<file path="config.mk">
export PLATFORM = sky130hd
export DESIGN_NAME = llnn_axi_master
export DESIGN_NICKNAME = d
export VERILOG_FILES = /design/src/rtl/llnn_axi_master.sv
export SDC_FILE = /design/constraint.sdc
export NUM_CORES = 1
export LEC_CHECK = 0
export BUFFER_PORTS_ARGS = -buffer_cell sky130_fd_sc_hd__buf_2
export CAP_MARGIN = 0
export CORE_ASPECT_RATIO = 1.75
export CORE_MARGIN = 3
export CORE_UTILIZATION = 45
export CTS_BUF_LIST = sky130_fd_sc_hd__clkbuf_4
export CTS_CLUSTER_SIZE = 10
export DETAILED_ROUTE_END_ITERATION = 7
export GPL_TIMING_DRIVEN = 0
export PLACE_DENSITY = 0.73
export SETUP_SLACK_MARGIN = 0.05
export SLEW_MARGIN = 5
export SYNTH_ARGS = -nofsm -noshare
export SYNTH_HDL_FRONTEND = slang
export SYNTH_SLANG_ARGS = --single-unit
</file>
<file path="constraint.sdc">
create_clock -name clk -period 3.04 [get_ports clk]
set_input_delay 0.152 -clock clk [delete_from_list [all_inputs] [get_ports clk]]
set_output_delay 0.152 -clock clk [all_outputs]
set_load 0.01 [all_outputs]
</file>
<file path="src/rtl/llnn_axi_master.sv">
// AXI4-Lite master that streams a network input vector out as 32-bit words,
// then reads back the network output register. Each write completes its B
// handshake before the next word is issued. A slave error aborts the transaction.
module llnn_axi_master #(
   parameter int unsigned NET_INPUTS  = 400,
   parameter int unsigned NET_OUTPUTS = 4,
   parameter logic [13:0] IN_BASE     = 14'h0000,
   parameter logic [13:0] OUT_ADDR    = 14'h0040
) (
   input  logic                   clk,
   input  logic                   rst,
   input  logic                   start,
   input  logic [NET_INPUTS-1:0]  vec_i,
   output logic                   busy,
   output logic                   done,
   output logic                   err,
   output logic [NET_OUTPUTS-1:0] result_o,
   output logic [13:0]            M_AXI_AWADDR,
   output logic                   M_AXI_AWVALID,
   input  logic                   M_AXI_AWREADY,
   output logic [31:0]            M_AXI_WDATA,
   output logic [3:0]             M_AXI_WSTRB,
   output logic                   M_AXI_WVALID,
   input  logic                   M_AXI_WREADY,
   input  logic [1:0]             M_AXI_BRESP,
   input  logic                   M_AXI_BVALID,
   output logic                   M_AXI_BREADY,
   output logic [13:0]            M_AXI_ARADDR,
   output logic                   M_AXI_ARVALID,
   input  logic                   M_AXI_ARREADY,
   input  logic [31:0]            M_AXI_RDATA,
   input  logic [1:0]             M_AXI_RRESP,
   input  logic                   M_AXI_RVALID,
   output logic                   M_AXI_RREADY
);

   localparam int unsigned NW = (NET_INPUTS + 31) / 32;
   localparam int unsigned VW = NW * 32;
   localparam int unsigned KW = (NW > 1) ? $clog2(NW) : 1;
   localparam logic [KW-1:0] KLast = KW'(NW - 1);

   localparam logic [2:0] StIdle  = 3'd0;
   localparam logic [2:0] StWrite = 3'd1;
   localparam logic [2:0] StWresp = 3'd2;
   localparam logic [2:0] StRaddr = 3'd3;
   localparam logic [2:0] StRdata = 3'd4;
   localparam logic [2:0] StDone  = 3'd5;

   logic [2:0]             state_q, state_d;
   logic [KW-1:0]          k_q, k_d;
   // Captured vector, zero-padded to whole words; shifted right one word per write
   logic [VW-1:0]          vec_q, vec_d;
   logic [13:0]            awaddr_q, awaddr_d;
   logic [13:0]            araddr_q, araddr_d;
   logic [3:0]             wstrb_q, wstrb_d;
   logic                   aw_valid_q, aw_valid_d;
   logic                   w_valid_q, w_valid_d;
   logic                   aw_done_q, aw_done_d;
   logic                   w_done_q, w_done_d;
   logic                   err_q, err_d;
   logic [NET_OUTPUTS-1:0] result_q, result_d;
   logic                   aw_fire, w_fire;
   logic                   unused_rdata;

   assign aw_fire = aw_valid_q & M_AXI_AWREADY;
   assign w_fire  = w_valid_q & M_AXI_WREADY;

   // Only the low NET_OUTPUTS bits of the read data carry the result
   assign unused_rdata = ^M_AXI_RDATA;

   // Next-state logic for the transaction FSM and its datapath registers
   always_comb begin
      state_d    = state_q;
      k_d        = k_q;
      vec_d      = vec_q;
      awaddr_d   = awaddr_q;
      araddr_d   = araddr_q;
      wstrb_d    = wstrb_q;
      aw_valid_d = aw_valid_q;
      w_valid_d  = w_valid_q;
      aw_done_d  = aw_done_q;
      w_done_d   = w_done_q;
      err_d      = err_q;
      result_d   = result_q;
      case (state_q)
         StIdle: begin
            if (start) begin
               state_d    = StWrite;
               vec_d      = VW'(vec_i);
               k_d        = '0;
               err_d      = 1'b0;
               awaddr_d   = IN_BASE;
               wstrb_d    = 4'hF;
               aw_valid_d = 1'b1;
               w_valid_d  = 1'b1;
               aw_done_d  = 1'b0;
               w_done_d   = 1'b0;
            end
         end
         StWrite: begin
            // AW and W complete independently; leave once both have handshaken
            if (aw_fire) begin
               aw_valid_d = 1'b0;
               aw_done_d  = 1'b1;
            end
            if (w_fire) begin
               w_valid_d = 1'b0;
               w_done_d  = 1'b1;
            end
            if ((aw_done_q | aw_fire) && (w_done_q | w_fire)) begin
               state_d = StWresp;
            end
         end
         StWresp: begin
            if (M_AXI_BVALID) begin
               if (M_AXI_BRESP != 2'b00) begin
                  err_d   = 1'b1;
                  state_d = StDone;
               end else if (k_q == KLast) begin
                  araddr_d = OUT_ADDR;
                  state_d  = StRaddr;
               end else begin
                  k_d        = k_q + KW'(1);
                  vec_d      = vec_q >> 32;
                  awaddr_d   = awaddr_q + 14'd4;
                  aw_valid_d = 1'b1;
                  w_valid_d  = 1'b1;
                  aw_done_d  = 1'b0;
                  w_done_d   = 1'b0;
                  state_d    = StWrite;
               end
            end
         end
         StRaddr: begin
            if (M_AXI_ARREADY) begin
               state_d = StRdata;
            end
         end
         StRdata: begin
            if (M_AXI_RVALID) begin
               result_d = M_AXI_RDATA[NET_OUTPUTS-1:0];
               if (M_AXI_RRESP != 2'b00) begin
                  err_d = 1'b1;
               end
               state_d = StDone;
            end
         end
         StDone: begin
            state_d = StIdle;
         end
         default: begin
            state_d = StIdle;
         end
      endcase
   end

   // State registers with synchronous reset
   always_ff @(posedge clk) begin
      if (rst) begin
         state_q    <= StIdle;
         k_q        <= '0;
         vec_q      <= '0;
         awaddr_q   <= '0;
         araddr_q   <= '0;
         wstrb_q    <= '0;
         aw_valid_q <= 1'b0;
         w_valid_q  <= 1'b0;
         aw_done_q  <= 1'b0;
         w_done_q   <= 1'b0;
         err_q      <= 1'b0;
         result_q   <= '0;
      end else begin
         state_q    <= state_d;
         k_q        <= k_d;
         vec_q      <= vec_d;
         awaddr_q   <= awaddr_d;
         araddr_q   <= araddr_d;
         wstrb_q    <= wstrb_d;
         aw_valid_q <= aw_valid_d;
         w_valid_q  <= w_valid_d;
         aw_done_q  <= aw_done_d;
         w_done_q   <= w_done_d;
         err_q      <= err_d;
         result_q   <= result_d;
      end
   end

   assign M_AXI_AWADDR  = awaddr_q;
   assign M_AXI_AWVALID = aw_valid_q;
   assign M_AXI_WDATA   = vec_q[31:0];
   assign M_AXI_WSTRB   = wstrb_q;
   assign M_AXI_WVALID  = w_valid_q;
   assign M_AXI_BREADY  = (state_q == StWresp);
   assign M_AXI_ARADDR  = araddr_q;
   assign M_AXI_ARVALID = (state_q == StRaddr);
   assign M_AXI_RREADY  = (state_q == StRdata);
   assign busy          = (state_q != StIdle) && (state_q != StDone);
   assign done          = (state_q == StDone);
   assign err           = err_q;
   assign result_o      = result_q;

endmodule

</file>
==> impl_metrics.json, run 1 <==
{
  "status": "complete, no violations",
  "core_region_area_um2": 41000,
  "synth_simple_gate_area_share_pct": 25.8,
  "drc_errors": 0,
  "crit_required_ns": 3.74,
  "hold_class": "input pin to flop",
  "syn_avg_cell_area_um2": 7.73,
  "vdd_ir_drop_max_mv": 0.335,
  "synth-edff-count": 0,
  "cts_tree": "built",
  "final.setup.tns_ns": 0,
  "grt_max_degree": 15,
  "syn2layout_area_growth_pct": 46.7,
  "cp.arrival_ns": 3.56,
  "min_period_ns": 2.86,
  "pin_count": 520,
  "routed_wl_mm": 82.7,
  "crit_fanout": 10,
  "clock_latency_ns": 0.82,
  "crit_path_start": "k_q[0]",
  "grt_remaining_overflow": 0,
  "via_per_inst": 5.53,
  "finClkSkew_ns": 0.0584,
  "worst_setup_path_start_kind": "flop",
  "vias": 22546,
  "portBuffers": 475,
  "max_freq_ghz": 0.350,
  "synthFlopType": "dfxtp_1",
  "yosysTopAreaCell": "dfxtp_1",
  "min_from": "M_AXI_RVALID",
  "antenna_found_initial": 8,
  "clockBufferDepth": 3,
  "finalSetupViolCount": 0,
  "relSlewSlack_pct": 27.1,
  "clkSlewWorstSetupHoldPaths_ns": 0.08,
  "async_reset_ff_share_pct": 0,
  "end_kind": "flop",
  "synth_compound_area_share_pct": 19.9,
  "synth-seq-cells": 430,
  "synth-xor-area-share_pct": 0,
  "row_count": 98,
  "report.final.slew_viol_count": 0,
  "synth_area_leaders": "dfxtp_1 46%, a311oi_1 17%, nand2_1 16%, nor2_1 7.8%, clkbuf_1 2.7%",
  "dieArea_um2": 44100,
  "grt_pass1_wl_mm": 124,
  "dpl_cell_area_um2": 21800,
  "synthMuxAreaShare_pct": 0.429,
  "fin_crit_sh_pct": 94.1,
  "drtIter0Drc": 1493,
  "dp_hpwl_mm": 59.5,
  "synth_top_family_by_area": "simple AND/OR/NAND/NOR gates",
  "netlist_area_um2": 18700,
  "dr.pass1.iters": 6,
  "hold_violations": 0,
  "n_fill_cell": 3375,
  "post_route_cells_drive_above_1_share_pct": 22.3,
  "die_y_um": 276,
  "yosysUniqueCellTypes": 46,
  "fp.dieW_um": 160,
  "maxCapViolations": 0,
  "yosysTopAreaCellShare_pct": 46.1,
  "seq_area_frac_synth_pct": 46.1,
  "gp_congestion": 1.01,
  "worstSetupPathType": "flop to flop",
  "synthAdderAreaFrac_pct": 0.201,
  "p_per_area_nw_per_um2": 490,
  "clock-sinks": 430,
  "clock-root-buffer": "clkbuf_4",
  "rsz0062_at_grt": "true",
  "timing.rr.start": "k_q[0]",
  "final_area_um2": 27400,
  "nNetsFinal": 3878,
  "first_global_vias": 23575,
  "pre_cts_ws_ns": 0.0334,
  "grt_usage_pct": 35.8,
  "wire_per_inst_um": 20.3,
  "max_slew.worst_pin.slew_ns": 1.09,
  "power.leakage_nw": 11.9,
  "utilization_pct": 66.9,
  "drtAntennaViolNets": 0,
  "synth_cells": 2417,
  "start_util_pct": 45.6,
  "yosysWarnings": 0,
  "cts_made_buffers": 100,
  "worst_slack_ns": 0.181,
  "htree_num_levels": 3
}
==> worst paths after layout <==
path | endpoint | slack, ns | cells past startpoint
max | vec_q[344] | 0.18 | 9
min | state_q[0] | 0.1 | 5
max reg2reg | vec_q[344] | 0.18 | 9
min reg2reg | vec_q[368] | 0.46 | 2
==> state kept, by name, summed over array words and instances, names as in the netlist <==
| name | flops |
|---|---|
| state_q | 3 |
| result_o | 4 |
| k_q | 4 |
| M_AXI_AWVALID | 1 |
| aw_done_q | 1 |
| M_AXI_WVALID | 1 |
| vec_q | 400 |
| M_AXI_ARADDR | 1 |
| M_AXI_WSTRB | 1 |
| err | 1 |
| M_AXI_AWADDR | 12 |
| w_done_q | 1 |
==> per-layer routing <==
| metal | wire length [um] | share of wire [%] | up-vias | GRT usage (%) |
|---|---|---|---|---|
| met5 | 0 | 0 | - | 0 |
| met4 | 8250 | 10 | 0 | 31.9 |
| met3 | 5910 | 7.1 | 441 | 7.64 |
| met2 | 42900 | 52 | 1296 | 67.7 |
| met1 | 25600 | 31 | 10335 | 31.4 |
| li1 | - | - | 10474 | - |
==> cell usage in the layout, fill, tap and decap left out, drive strengths merged, types with 5 or more instances in the layout <==
cell | netlist | final
nand2 | 777 | 777
buf | 147 | 623
dfxtp | 430 | 430
dlygate4sd3 | 0 | 421
nor2 | 388 | 388
a311oi | 372 | 372
clkbuf | 133 | 284
a21oi | 44 | 44
nand3 | 41 | 41
clkinv | 0 | 32
conb | 1 | 15
diode | 0 | 12
inv | 7 | 11
mux2i | 8 | 8
o21ai | 7 | 7
nor3 | 6 | 6
a31oi | 5 | 5
==> timing repair <==
action,4_1_cts,5_1_grt
resized for setup,2,11
cloned,0,1
buffers inserted,2,0
pin swaps,0,1
setup endpoints to repair,12,172
hold buffers,421,0
endpoints found under the hold margin,424,0
==> cell families (layout without fill, tap and decap cells) <==
logic type / count (synthesis) / count (layout)
compound gates: 448 / 448
fa+ha+maj: 3 / 3
buf+inv: 287 / 1372
flops: 430 / 430
mux: 8 / 8
other cells: 1 / 27
simple gates: 1240 / 1240
==> report_power, final <==
part	internal [mW]	switching, mW
Sequential	6.09	0.295
Clock	2.36	2.41
Combinational	1.11	1.16
Total	9.56	3.87
==> through the flow <==
stage	hold WS (ns)	instances	power (mW)
after floorplan	0.293	2431	7.47
after global placement	0.390	3456	8.20
after detailed placement	0.405	3456	8.25
after CTS	0.0233	4066	13.3
after global routing	0.0926	4073	14.0
final	0.0986	4078	13.4
==> cell usage after synthesis, types with 7 or more instances <==
library cell,number
nand2_1,777
buf_4,63
buf_2,73
a311oi_1,372
buf_1,8
dfxtp_1,430
o21ai_0,7
nor2_1,388
clkbuf_1,133
a21oi_1,44
nand3_1,41
mux2i_1,8
==> final cells by class <==
class | instances | area [um2] | share of cell area (%)
multi-input combinational | 1714 | 8730 | 31.8
inverter | 7 | 26.3 | 0.0959
buffer | 279 | 1410 | 5.14
sequential | 430 | 8610 | 31.4
clock buffer | 150 | 1130 | 4.11
timing repair buffer | 899 | 6610 | 24.1
antenna | 12 | 30.0 | 0.110
clock inverter | 37 | 181 | 0.662
tap | 550 | 688 | 2.51
==> worst max-delay path: stages (launching register included) <==
cell	delay [ns]
dfxtp_1	0.39
inv_1	0.09
ha_1	0.26
a311o_1	0.42
a2111oi_4	0.42
buf_4	0.26
buf_6	0.24
buf_4	0.24
nor2_1	0.08
a311oi_1	0.36
No activity file was read; power rests on OpenSTA's default activity.
==> run 2, diff against run 1 <==
==> constraint.sdc (replaced) <==
create_clock -name clk -period 3.04 [get_ports clk]
set_input_delay 0.608 -clock clk [delete_from_list [all_inputs] [get_ports clk]]
set_output_delay 0.608 -clock clk [all_outputs]
set_load 0.01 [all_outputs]
==> run 2 against run 1 <==
- clock power is 0.8% lower
- sequential share of layout area is 5.5 points higher
- sequential cell count stayed put
- highest routed layer is now met5
- total power is 4.0% lower
- register-to-register slack worse by 0.08 ns
- worst setup slack worse by 0.075 ns
- critical path depth stayed put
- largest cell class unchanged
- first-iteration DRC count is 33% lower
==> impl_metrics.json, run 2 (synthesis results as in run 1) <==
{
  "rsz0062_at_grt": "true",
  "drtAntennaViolNets": 0,
  "n_fill_cell": 4048,
  "max_freq_ghz": 0.341,
  "finalSetupViolCount": 0,
  "wire_per_inst_um": 19.9,
  "status": "complete, no violations",
  "antenna_found_initial": 22,
  "hold_class": "input pin to flop",
  "gp_congestion": 1.01,
  "relSlewSlack_pct": 30.5,
  "fin_crit_sh_pct": 96.5,
  "dr.pass1.iters": 6,
  "clkSlewWorstSetupHoldPaths_ns": 0.08,
  "htree_num_levels": 3,
  "final_common_cell": "nand2_1",
  "seqCellArea_um2": 8610,
  "min_period_ns": 2.93,
  "final.setup.tns_ns": 0,
  "mostFrequentLayoutCells": "777 x nand2_1, 543 x buf_2, 430 x dfxtp_1",
  "p_sw_mw": 3.68,
  "cp.arrival_ns": 3.64,
  "power.total_mw": 12.9,
  "core_region_area_um2": 41000,
  "p_per_area_nw_per_um2": 553,
  "nNetsFinal": 3469,
  "grt_max_degree": 20,
  "report.final.slew_viol_count": 0,
  "portBuffers": 475,
  "pre_cts_ws_ns": 0.0334,
  "seq_power_share_pct": 49.5,
  "routed_wl_mm": 72.8,
  "multi_input_area_um2": 8720,
  "timing.rr.start": "k_q[0]",
  "worst_slack_ns": 0.106,
  "grt_usage_pct": 31.6,
  "drtIter0Drc": 999,
  "whs_ns": 0.0548,
  "post-place-cells": 3456,
  "cts_tree": "built",
  "via_per_inst": 5.45,
  "drc_errors": 0,
  "final_area_um2": 23300,
  "end_kind": "flop",
  "worstSetupPathType": "flop to flop",
  "crit_required_ns": 3.74,
  "cts_made_buffers": 100,
  "clock-sinks": 430,
  "fp.dieW_um": 160,
  "crit_fanout": 10,
  "dp_hpwl_mm": 59.5,
  "grt_pass1_wl_mm": 108,
  "clock-root-buffer": "clkbuf_4",
  "die_y_um": 276,
  "dpl_cell_area_um2": 21800,
  "pin_count": 520,
  "largest-register": "vec_q",
  "grt_remaining_overflow": 0,
  "post_route_cells_drive_above_1_share_pct": 25.2,
  "p_sw_share_pct": 28.5,
  "worst_setup_path_start_kind": "flop",
  "clkPwrFrac_pct": 36.7,
  "finClkSkew_ns": 0.0614,
  "clock_latency_ns": 0.82,
  "crit_path_start": "k_q[0]",
  "min_from": "vec_i[361]",
  "utilization_pct": 57.0,
  "dieArea_um2": 44100,
  "row_count": 98,
  "vias": 19969,
  "maxCapViolations": 0,
  "largest_register_ffs": 400,
  "hold_violations": 0,
  "start_util_pct": 45.6,
  "syn2layout_area_growth_pct": 24.9,
  "intPower_mw": 9.22,
  "combPwrFrac_pct": 13.8,
  "vdd_ir_drop_max_mv": 0.330,
  "clockBufferDepth": 3,
  "finalNonFillerCells": 3667,
  "first_global_vias": 20204,
  "power.leakage_nw": 10.2,
  "max_slew.worst_pin.slew_ns": 1.04
}
-- run 2: cell count changes in the layout (fill, tap and decap cells not counted), sizes merged --
cell	change
diode	-2
dlygate4sd3	-408
buf	-2
clkdlybuf4s15	+1
-- run 2: layout make-up --
cell class | count | share of cell area (%)
tap | 550 | 2.95
multi-input combinational | 1714 | 37.4
clock inverter | 37 | 0.778
antenna | 10 | 0.107
clock buffer | 150 | 4.83
inverter | 7 | 0.123
sequential | 430 | 36.9
buffer | 278 | 6.08
timing repair buffer | 491 | 10.9
-- run 2: worst paths after layout --
check,to,cells after the start,slack [ns]
max,vec_q[344],9,0.11
min,vec_q[361],3,0.05
max reg2reg,vec_q[344],9,0.11
min reg2reg,vec_q[70],2,0.44
-- run 2: power by group through the flow --
stage                     logic [mW]  registers, mW  clock network, mW
after floorplan                 1.08           6.39                  0
after global placement          1.72           6.48                  0
after detailed placement        1.76           6.50                  0
after CTS                       1.78           6.37               4.79
after global routing            1.98           6.42               5.09
final                           1.78           6.38               4.73
-- run 2: timing repair --
action,4_1_cts,5_1_grt
setup endpoints to repair,12,64
hold buffers,13,0
gates resized for setup,7,8
buffers inserted,2,0
endpoints found under the hold margin,13,0
pin swaps,0,1
cloned,0,1
-- run 2: worst max-delay path, stage by stage (launching register included) --
cell,delay [ns]
dfxtp_1,0.39
inv_1,0.09
ha_1,0.26
a311o_1,0.42
a2111oi_4,0.44
buf_4,0.26
buf_4,0.31
buf_4,0.26
nor2_1,0.07
a311oi_1,0.33
-- run 2: layer usage --
layer	global-route usage, %	routed length [um]
met5	0	174
met4	24.9	5950
met2	61.0	39100
met3	7.10	4610
met1	27.6	23000
==> run 3, diff against run 2 <==
Settings changed: PLACE_DENSITY 0.73 to 0.8.
==> run 3 against run 2 <==
- non-clock buffer count is 25 higher
- hold slack better by 0.0025 ns
- maximum frequency grew 2.5%
- clock skew shrank 0.0012 ns
- sequential cell count unchanged
- clock-buffer cell count decreased by 8
- die area unchanged
- total power down 1.3%
- design area grew 0.77%
- sequential share of layout area down 0.28 points
- combinational power about the same
- critical path type is now flop to output port
- largest cell class unchanged
- highest routed layer unchanged
==> impl_metrics.json, run 3 (synthesis results as in run 1) <==
{
  "status": "complete, no violations",
  "min_period_ns": 2.86,
  "seqCellArea_um2": 8610,
  "path_depth": 5,
  "antenna_found_initial": 32,
  "clock-root-buffer": "clkbuf_4",
  "htree_num_levels": 3,
  "grt_usage_pct": 31.8,
  "report.final.slew_viol_count": 0,
  "crit_path_start": "state_q[1]",
  "maxCapViolations": 0,
  "portBuffers": 475,
  "clock-sinks": 430,
  "hold_class": "input pin to flop",
  "via_per_inst": 5.47,
  "die_y_um": 276,
  "fin_crit_sh_pct": 94.1,
  "vdd_ir_drop_max_mv": 0.333,
  "setup.worst_path.end": "M_AXI_BREADY",
  "max_slew.worst_pin.slew_ns": 1.09,
  "n_fill_cell": 4017,
  "dp_hpwl_mm": 59.8,
  "power.leakage_nw": 10.2,
  "drtAntennaViolNets": 0,
  "intPower_mw": 9.11,
  "holdPathStages": 3,
  "rr_worst_depth": 9,
  "mostFrequentLayoutCells": "777 x nand2_1, 545 x buf_2, 430 x dfxtp_1",
  "first_global_vias": 20701,
  "ff2ff_setup_slack_ns": 0.23,
  "clkPwrFrac_pct": 35.8,
  "relSlewSlack_pct": 27.5,
  "clock_latency_ns": 0.82,
  "hold_violations": 0,
  "critPathTopFamily": "buffers and inverters",
  "largest_register_ffs": 400,
  "drc_errors": 0,
  "row_count": 98,
  "worst_path_max_delay_cell": "dfxtp_1",
  "wire_per_inst_um": 19.9,
  "dieArea_um2": 44100,
  "vias": 20183,
  "crit_path_max_incr_delay_ns": 0.42,
  "p_sw_share_pct": 28.5,
  "gp_congestion": 0.991,
  "worst_setup_path_start_kind": "flop",
  "crit_required_ns": 2.43,
  "r2r-end": "vec_q[378]",
  "crit_fanout": 19,
  "finalNonFillerCells": 3689,
  "utilization_pct": 57.4,
  "cp.arrival_ns": 2.25,
  "p_sw_mw": 3.62,
  "end_kind": "output port",
  "clkSlewWorstSetupHoldPaths_ns": 0.06,
  "start_util_pct": 45.6,
  "largest-register": "vec_q",
  "pin_count": 520,
  "rsz0062_at_grt": "false",
  "seq_power_share_pct": 50.0,
  "post-place-cells": 3456,
  "grt_pass1_wl_mm": 109,
  "cts_made_buffers": 99,
  "final_common_cell": "nand2_1",
  "p_per_area_nw_per_um2": 541,
  "timing.rr.start": "k_q[0]",
  "crit_buf_inv": 4,
  "routed_wl_mm": 73.5,
  "grt_max_degree": 20,
  "final.setup.tns_ns": 0,
  "drtIter0Drc": 1129,
  "cts_tree": "built",
  "multi_input_area_um2": 8700,
  "core_region_area_um2": 41000,
  "finClkSkew_ns": 0.0602,
  "combPwrFrac_pct": 14.2,
  "max_freq_ghz": 0.349,
  "dr.pass1.iters": 5,
  "clockBufferDepth": 3,
  "nNetsFinal": 3493,
  "grt_remaining_overflow": 0,
  "worstSetupPathType": "flop to output port",
  "finalSetupViolCount": 0,
  "fp.dieW_um": 160,
  "path_cells": "or3b_1 > buf_4 > inv_6 > buf_12 > buf_2",
  "post_route_cells_drive_above_1_share_pct": 24.8,
  "syn2layout_area_growth_pct": 25.8
}
==> run 3: changes by cell type in the layout (fill, tap and decap cells not counted) <==
cell	previous run	this run
buf_6	3	4
buf_4	66	63
inv_6	1	2
inv_4	1	0
a2111oi_4	1	0
clkinvlp_4	0	1
a2111oi_1	0	1
diode_2	10	27
clkdlybuf4s15_2	1	0
inv_2	3	1
clkinv_1	26	15
buf_2	543	545
dlygate4sd3_1	13	41
clkbuf_4	152	142
==> run 3: layout make-up <==
type,count,share of cell area [%]
diodes,27,0.287
plain buffers,278,6.03
clock buffers,142,4.53
clock inverters,25,0.596
inverters,7,0.133
multi-input cells,1714,37.0
flip-flops and latches,430,36.6
well taps,550,2.93
repair buffers,516,11.9
==> run 3: layer usage <==
metal	track usage, %	up-vias	wire (um)
met5	0	-	107
met4	25.0	14	6160
met3	6.44	298	4710
met2	62.3	874	39600
met1	27.8	9273	22900
li1	-	9724	-
==> run 3: power groups by stage <==
stage               logic, mW  registers, mW  clock network [mW]
floorplan                1.08           6.39                   0
finish                   1.80           6.37                4.55
CTS                      1.79           6.36                4.61
detailed placement       1.75           6.48                   0
global placement         1.70           6.47                   0
global route             1.99           6.41                4.90
==> run 3: worst min-delay path by stage <==
stage	from	endpoint	slack [ns]
5_1_grt	vec_i[16]	vec_q[16]	0.006
6_report	vec_i[358]	vec_q[358]	0.06
3_5_place_dp	vec_q[386]	vec_q[386]	0.44
4_1_cts	vec_i[55]	vec_q[55]	0.00001
3_3_place_gp	vec_q[384]	vec_q[384]	0.44
2_1_floorplan	vec_q[368]	vec_q[368]	0.43
==> run 3: worst reg2reg max path: cells and delay by family, from the launching register on <==
| family | cells | cell delay (ns) |
|---|---|---|
| flops | 1 | 0.38 |
| buf+inv | 4 | 0.93 |
| simple gates | 1 | 0.16 |
| fa+ha+maj | 1 | 0.25 |
| compound gates | 3 | 0.98 |
==> run 3: per-stage QoR <==
step / instance area, um2 / total power, mW / hold slack (ns) / setup WS, ns
finish: 23500 / 12.7 / 0.0573 / 0.178
global placement: 21800 / 8.17 / 0.441 / 0.200
CTS: 23400 / 12.8 / 0.0000150 / 0.0957
floorplan: 18700 / 7.47 / 0.432 / 0.816
global route: 23500 / 13.3 / 0.00603 / 0.0742
detailed placement: 21800 / 8.23 / 0.444 / 0.154
==> run 3: what timing repair did <==
action                                  CTS  global route
endpoints found under the setup margin    1            66
hold endpoints to repair                 41             0
setup buffers                             0             0
gates cloned                              0             0
resized for setup                         7             7
hold buffers                             41             0
